[src/rtl/playback_controller.sv]
// Playback controller for a colour-sequence memory game.
// Each round appends a random colour to an external history and plays the
// sequence back oldest first (SHOW lit, GAP dark). It then checks the
// player's presses in the same order and ends in WIN after MAX_LEN rounds,
// or in LOSE on a wrong press or an idle timeout.
//
// Ports
//   clk, reset      : rising-edge clock, synchronous active-high reset
//   start           : level request to begin a new game (IDLE/WIN/LOSE only)
//   segment         : colour history, slot 1 newest, slot k k-th newest
//   rand_colour     : colour appended on the next ADD
//   btn_valid       : single-cycle press strobe, btn_colour its colour
//   seq_clear       : one-cycle history clear pulse
//   load_colour     : one-cycle append pulse, new_colour the appended value
//   led_en          : lamp enable, led_colour the lamp colour (0 when dark)
//   round           : current sequence length
//   win, lose       : held high in the terminal states
module playback_controller #(
   parameter int unsigned SHOW_CYCLES    = 25000000,
   parameter int unsigned GAP_CYCLES     = 5000000,
   parameter int unsigned TIMEOUT_CYCLES = 250000000,
   parameter int unsigned MAX_LEN        = 32
) (
   input  logic             clk,
   input  logic             reset,
   input  logic             start,
   input  logic [32:0][1:0] segment,
   input  logic [1:0]       rand_colour,
   input  logic             btn_valid,
   input  logic [1:0]       btn_colour,
   output logic             seq_clear,
   output logic             load_colour,
   output logic [1:0]       new_colour,
   output logic             led_en,
   output logic [1:0]       led_colour,
   output logic [5:0]       round,
   output logic             win,
   output logic             lose
);

   // One counter serves SHOW, GAP and the WAIT_IN timeout, so size it for the largest.
   localparam int unsigned MAX_SG  = (SHOW_CYCLES > GAP_CYCLES) ? SHOW_CYCLES : GAP_CYCLES;
   localparam int unsigned MAX_CNT = (MAX_SG > TIMEOUT_CYCLES) ? MAX_SG : TIMEOUT_CYCLES;
   localparam int unsigned CNT_W   = $clog2(MAX_CNT + 1);

   localparam logic [CNT_W-1:0] SHOW_LAST = CNT_W'(SHOW_CYCLES - 1);
   localparam logic [CNT_W-1:0] GAP_LAST  = CNT_W'(GAP_CYCLES - 1);
   localparam logic [CNT_W-1:0] TO_LAST   = CNT_W'(TIMEOUT_CYCLES - 1);
   localparam logic [5:0]       MAX_ROUND = 6'(MAX_LEN);

   typedef enum logic [3:0] {
      S_IDLE,
      S_CLEAR,
      S_ADD,
      S_SETTLE,
      S_SHOW,
      S_GAP,
      S_WAIT_IN,
      S_WIN,
      S_LOSE
   } state_e;

   state_e           state_q, state_d;
   logic [5:0]       round_q, round_d;
   logic [5:0]       idx_q, idx_d;
   logic [CNT_W-1:0] cnt_q, cnt_d;

   logic       seq_clear_q, seq_clear_d;
   logic       load_colour_q, load_colour_d;
   logic [1:0] new_colour_q, new_colour_d;
   logic       led_en_q, led_en_d;
   logic [1:0] led_colour_q, led_colour_d;
   logic       win_q, win_d;
   logic       lose_q, lose_d;

   // State, datapath and registered outputs.
   always_ff @(posedge clk) begin
      if (reset) begin
         state_q       <= S_IDLE;
         round_q       <= '0;
         idx_q         <= '0;
         cnt_q         <= '0;
         seq_clear_q   <= 1'b0;
         load_colour_q <= 1'b0;
         new_colour_q  <= '0;
         led_en_q      <= 1'b0;
         led_colour_q  <= '0;
         win_q         <= 1'b0;
         lose_q        <= 1'b0;
      end else begin
         state_q       <= state_d;
         round_q       <= round_d;
         idx_q         <= idx_d;
         cnt_q         <= cnt_d;
         seq_clear_q   <= seq_clear_d;
         load_colour_q <= load_colour_d;
         new_colour_q  <= new_colour_d;
         led_en_q      <= led_en_d;
         led_colour_q  <= led_colour_d;
         win_q         <= win_d;
         lose_q        <= lose_d;
      end
   end

   // Next-state logic; outputs are decoded from the next state so they line up with it.
   always_comb begin
      state_d = state_q;
      round_d = round_q;
      idx_d   = idx_q;
      cnt_d   = cnt_q;

      unique case (state_q)
         S_IDLE, S_WIN, S_LOSE: begin
            if (start) state_d = S_CLEAR;
         end
         S_CLEAR: begin
            round_d = '0;
            idx_d   = 6'd1;
            cnt_d   = '0;
            state_d = S_ADD;
         end
         S_ADD: begin
            if (round_q < MAX_ROUND) round_d = round_q + 6'd1;
            state_d = S_SETTLE;
         end
         S_SETTLE: begin
            // History has absorbed the new colour; start playback at the oldest slot.
            idx_d   = round_q;
            cnt_d   = '0;
            state_d = S_SHOW;
         end
         S_SHOW: begin
            if (cnt_q == SHOW_LAST) begin
               cnt_d   = '0;
               state_d = S_GAP;
            end else begin
               cnt_d = cnt_q + 1'b1;
            end
         end
         S_GAP: begin
            if (cnt_q == GAP_LAST) begin
               cnt_d = '0;
               if (idx_q == 6'd1) begin
                  idx_d   = round_q;
                  state_d = S_WAIT_IN;
               end else begin
                  idx_d   = idx_q - 6'd1;
                  state_d = S_SHOW;
               end
            end else begin
               cnt_d = cnt_q + 1'b1;
            end
         end
         S_WAIT_IN: begin
            // A press in the timeout cycle wins over the timeout.
            if (btn_valid) begin
               cnt_d = '0;
               if (btn_colour == segment[idx_q]) begin
                  if (idx_q > 6'd1)              idx_d   = idx_q - 6'd1;
                  else if (round_q >= MAX_ROUND) state_d = S_WIN;
                  else                           state_d = S_ADD;
               end else begin
                  state_d = S_LOSE;
               end
            end else if (cnt_q == TO_LAST) begin
               cnt_d   = '0;
               state_d = S_LOSE;
            end else begin
               cnt_d = cnt_q + 1'b1;
            end
         end
         default: state_d = S_IDLE;
      endcase

      seq_clear_d   = (state_d == S_CLEAR);
      load_colour_d = (state_d == S_ADD);
      new_colour_d  = (state_d == S_ADD) ? rand_colour : 2'd0;
      led_en_d      = (state_d == S_SHOW);
      led_colour_d  = (state_d == S_SHOW) ? segment[idx_d] : 2'd0;
      win_d         = (state_d == S_WIN);
      lose_d        = (state_d == S_LOSE);
   end

   assign seq_clear   = seq_clear_q;
   assign load_colour = load_colour_q;
   assign new_colour  = new_colour_q;
   assign led_en      = led_en_q;
   assign led_colour  = led_colour_q;
   assign round       = round_q;
   assign win         = win_q;
   assign lose        = lose_q;

endmodule

[config.mk]
export PLATFORM = sky130hd
export DESIGN_NAME = playback_controller
export DESIGN_NICKNAME = d
export VERILOG_FILES = /design/src/rtl/playback_controller.sv
export SDC_FILE = /design/constraint.sdc
export NUM_CORES = 1
export LEC_CHECK = 0
export BUFFER_PORTS_ARGS = -buffer_cell sky130_fd_sc_hd__buf_4
export CAP_MARGIN = 10
export CORE_MARGIN = 3
export CORE_UTILIZATION = 35
export CTS_CLUSTER_SIZE = 25
export DETAILED_ROUTE_END_ITERATION = 10
export SYNTH_ARGS = -nofsm -noshare
export SYNTH_HDL_FRONTEND = slang
export SYNTH_SLANG_ARGS = --single-unit
export TNS_END_PERCENT = 10
[constraint.sdc]
create_clock -name clk -period 10.3 [get_ports clk]
set_input_delay 1.545 -clock clk [delete_from_list [all_inputs] [get_ports clk]]
set_output_delay 1.545 -clock clk [all_outputs]
set_load 0.1 [all_outputs]
== Word level (Yosys, flattened, before mapping) ==
Cells that the tools add are included.
Storage, ports and cells
  logic and storage cells: 75
  bits in registers: 53
  input port bits: 74
  output and inout bits: 15
Cells by class
  muxes and demuxes: 27
  reductions and logical operators: 8
  add/sub/neg operators: 3
  order comparisons: 5
  equal/unequal tests: 19
  bitwise operators: 2
Operators by type and width (count)
  $mux 28: 4
  $pmux 28 s4: 1
  $mux 6: 6
  $add 28x1->28 const B: 1
  $eq 28x23->1 const B: 1
  $eq 28x25->1 const B: 1
  $eq 28x28->1 const B: 1
  $mux 4: 7
  $pmux 4 s7: 1
  $bmux 2 s6: 2
  $eq 4x3->1 const B: 6
  $pmux 6 s4: 1
  $lt 6x7->1 const B: 2
  $eq 4x2->1 const B: 3
  $pmux 6 s2: 1
  $eq 4x1->1 const B: 2
  $eq 4x4->1 const B: 2
  $add 6x1->6 const B: 1
  $eq 6x1->1 const B: 1
  $ge 6x6->1 const B: 1
  $gt 6x1->1 const B: 1
  $lt 6x6->1 const B: 1
  $mux 2: 3
  $reduce_or 2->1: 3
  10 further kinds: 11

== Depth between registers and ports, before layout ==
  depth after elaboration: 9
  depth in mapped cells: 19
  mapped depth without buffers: 13

== Worst setup path before layout ==
No wires, ideal clock.
  kind: input -> register
  start: input segment[30] (netlist name)
  end: register led_colour_q[1] (netlist: led_colour[1])
  setup time: 0.120 ns
  stages: 14
  data required time: 10.180 ns
  path buffers: 2
  slack: 5.593 ns
  data arrival time: 4.588 ns
  cell sequence: mux4_2 -> mux2_2 -> a2111oi_0 -> a311oi_1 -> xor2_1 -> or4_1 -> nand3_1 -> buf_4 -> buf_4 -> mux2i_1 -> mux2i_1 -> mux2i_1 -> mux2i_1 -> a211o_1
Between the ends
  word-level cells in the longest chain between the ends: 9
  elaborated cells on any way between the ends: 14
  those cells by class: eq/ne (2); mux (10); bitwise (1); reduce/logical (1)
Ends and longest elaborated chain
  start, declared: RTL line 27  | input logic [32:0][1:0] segment,
  $bmux 2 s6 (*): RTL line 158  | if (btn_colour == segment[idx_q]) begin
  $mux 2 (implied by the code) (*): RTL line 158
  $eq 2x2->1 (*): RTL line 158
  parallel branches: the longest is 6 deep, another holds $mux 6
  end signal, assigned: RTL line 99  | led_colour_q <= led_colour_d;
  end, declared: RTL line 72  | logic [1:0] led_colour_q, led_colour_d;
Mark *: on every way between the ends. The select of a mux whose other input is x is not followed.
A chain may end at the register's enable or synchronous reset.

== Final worst setup path ==
  start: input segment[28] (netlist name)
  end: register led_colour_q[0] (netlist: led_colour[0])
Between the ends
  word-level cells in the longest chain between the ends: 9
  elaborated cells on any way between the ends: 14
  those cells by class: eq/ne (2); mux (10); bitwise (1); reduce/logical (1)
Ends and longest elaborated chain
  parallel branches: the longest is 9 deep, another holds $bmux 2 s6
Several ways; the timed one is not identified. The select of a mux whose other input is x is not followed.

==> metrics.txt <==
status completed; Netlist cell types 68; CTS root buf clkbuf_16; synth-to-layout area growth 18.6%; Slowest cell on crit path a2111oi_0; antenna violations before repair 0; Die H 120 um; Initial Util 36.1%; TNS Setup 0 ns; final net count 730; top_reg_cell synth dfxtp_1; clock sinks 53; final wirelength 13,900 um; post-CTS setup buffer count 0; GRT overflow 0; Slew @ Worst Pin 0.733 ns; Port Buf Inserts 88; unrepaired setup endpoints after global routing no; Max Cap Viol 0; clk_lat worst skew 0.30 ns; Post-synth ARST share 0%; Seq/Total Area, Yosys 23.1%; DR vias 4,793; Int Power 0.000413 W; routed wl met2 7000 um; sequential fraction of design power 34.1%; top routing layer used met4; Post-Syn Nets 669; Setup CP Type input pin to register; post-detailed-route count of antenna-violating nets 0; routed length on met3 574 um; first-pass GRT wire length 22,900 um; antenna diode count 0; Crit Path Max Fanout 26; via density per instance 5.82; post-cts repair resize count 0; worst hold slack 0.474 ns; syn avg cell area 7.77 sq um; Crit path required time 10.49 ns; Tot GR Track Use 18.9%; drt first pass iters 4; M1 WL 5920 um; Critical Path End Type register; Pwr Density 121 mW/mm^2; Clock power frac 26.1%; CTS tree built; Core Rows 41; Netlist Area Pre-Place 0.00459 sq mm; final slew viol count 0; largest net degree at the start of global routing 43; die width 120 um; Comb pwr share 39.9%; # IOs 89; Placed Instances 816; H-tree depth 2; EDFF count, synth 0; Power, Total 0.000661 W; #FFs+latches synth 53; Setup Skew 0.00398 ns; Die ar. 0.0145 sq mm; pre-CTS WS 4.81 ns; switching power 0.000248 W; Iteration-0 DRC Markers 265; Sw Ratio 37.5%; # setup viols final 0; Clock transition at path regs 0.07 ns; PnR worst setup slack 5.10 ns; Worst Path Arrival 5.39 ns; detailed placement HPWL 10,400 um; final hold vios 0; crit path cell chain buf_4 -> mux4_2 -> mux2_2 -> a2111oi_0 -> a311oi_1 -> xor2_1 -> or4_1 -> nand3_1 -> buf_4 -> mux2_2 -> nor2_1 -> a21oi_1 -> o21a_1 -> a211o_1; commonest non-fill, non-tap cells in the layout 95 x buf_4, 69 x nor2_1, 66 x mux2i_1; Startpoint Class input pin; Cells after Synth 590; number of buffers created by CTS 5; core box area 0.0127 sq mm; # hold bufs at CTS 0; slowest cell delay on critical path 0.56 ns; worst vdd ir 63.7 uV; min Tclk post-route 5.20 ns; YS warnings 0; Clock Path Buffers 2; min-delay worst type register to register; final cycle utilization of the critical path 50.5%; drt wl/cell 16.9 um; Max Fclk 0.192 GHz; most common cell after layout, fill and taps aside buf_4; DRC 0; slew margin rel. 51.1%; Leak 2.22 nW; Post-Layout Cell Count 824; routability cong. 0.862; share of post-route cells with drive strength above 1 20.2%; vias in the first global route 4,573
[worst max-delay path: cells and delay by family]
family	cells	cell delay, ns
AOI/OAI and AO/OA	5	1.29
muxes	3	1.14
and+or+nand+nor	3	0.73
buffers and inverters	2	0.50
xor gates and xnor gates	1	0.20
[worst paths after layout]
path	startpoint	to	slack (ns)	depth (start not counted)
worst max-delay path	segment[28]	led_colour[0]	5.10	14
worst min-delay path	cnt_q[4]	cnt_q[4]	0.47	2
worst max register to register	idx_q[1]	led_colour[0]	5.66	14
worst min register to register	cnt_q[4]	cnt_q[4]	0.47	2
[area by class of cell]
cell class	count	area (sq um)
clock buffer	5	125
clock inverter	3	25.0
fill	1330	7280
inverter	19	71.3
multi-input combinational	477	3230
sequential	53	1060
tap	172	215
timing repair buffer	95	713
[kinds of logic (layout without fill, tap and decap cells)]
group	after synthesis	after routing	synth area share, %
and+or+nand+nor	248	248	27.0
AOI/OAI and AO/OA	137	137	19.8
xor gates and xnor gates	4	4	0.928
DFF	53	53	23.1
adders and majority gates	5	5	1.36
buffers and inverters	60	122	6.49
muxes	83	83	21.3
[power by group through the flow]
stage | sequential [W] | clock [W] | combinational (W)
after floorplan | 0.000239 | 0 | 0.000186
after global placement | 0.000230 | 0 | 0.000257
after detailed placement | 0.000230 | 0 | 0.000262
after CTS | 0.000225 | 0.000179 | 0.000263
after global routing | 0.000227 | 0.000187 | 0.000288
final | 0.000225 | 0.000172 | 0.000264
[synth_stat cells (5+ instances only)]
| master | instances | area, sq um |
|---|---|---|
| mux2_2 | 6 | 67.6 |
| mux4_2 | 11 | 248 |
| a21oi_1 | 37 | 185 |
| o21ai_0 | 31 | 155 |
| a311oi_1 | 11 | 96.3 |
| and2_1 | 8 | 50.1 |
| nor2_1 | 69 | 259 |
| nand2_1 | 56 | 210 |
| ha_1 | 5 | 62.6 |
| nor3_1 | 15 | 75.1 |
| mux2i_1 | 66 | 661 |
| buf_6 | 5 | 56.3 |
| nand4_1 | 12 | 75.1 |
| nand2b_1 | 5 | 31.3 |
| o22ai_1 | 5 | 31.3 |
| and3_1 | 9 | 56.3 |
| a211o_1 | 5 | 43.8 |
| nor2b_1 | 10 | 62.6 |
| nand3_1 | 20 | 100 |
| dfxtp_1 | 53 | 1060 |
| a31oi_1 | 6 | 37.5 |
| or3_1 | 7 | 43.8 |
| clkbuf_1 | 25 | 93.8 |
| nor4_1 | 17 | 106 |
| inv_1 | 19 | 71.3 |
[per-stage QoR]
step	area (sq um)	utilization [%]
floorplan	4590	-
detailed placement	5290	41.6
finish	5440	42.8
global placement	5290	41.6
CTS	5440	42.8
global route	5440	42.8
[state kept, by name (all words and copies together), names as in the netlist]
name	count
state_q	4
load_colour	1
led_en	1
new_colour	2
lose	1
round	6
cnt_q	28
seq_clear	1
led_colour	2
idx_q	6
win	1
[routing by layer]
| metal | global-route usage, % | vias to the layer above |
|---|---|---|
| li1 | - | 2325 |
| met1 | 23.9 | 2291 |
| met2 | 32.6 | 145 |
| met3 | 2.48 | 32 |
| met4 | 7.37 | 0 |
| met5 | 0 | - |
Power figures use the tool's default switching activity.
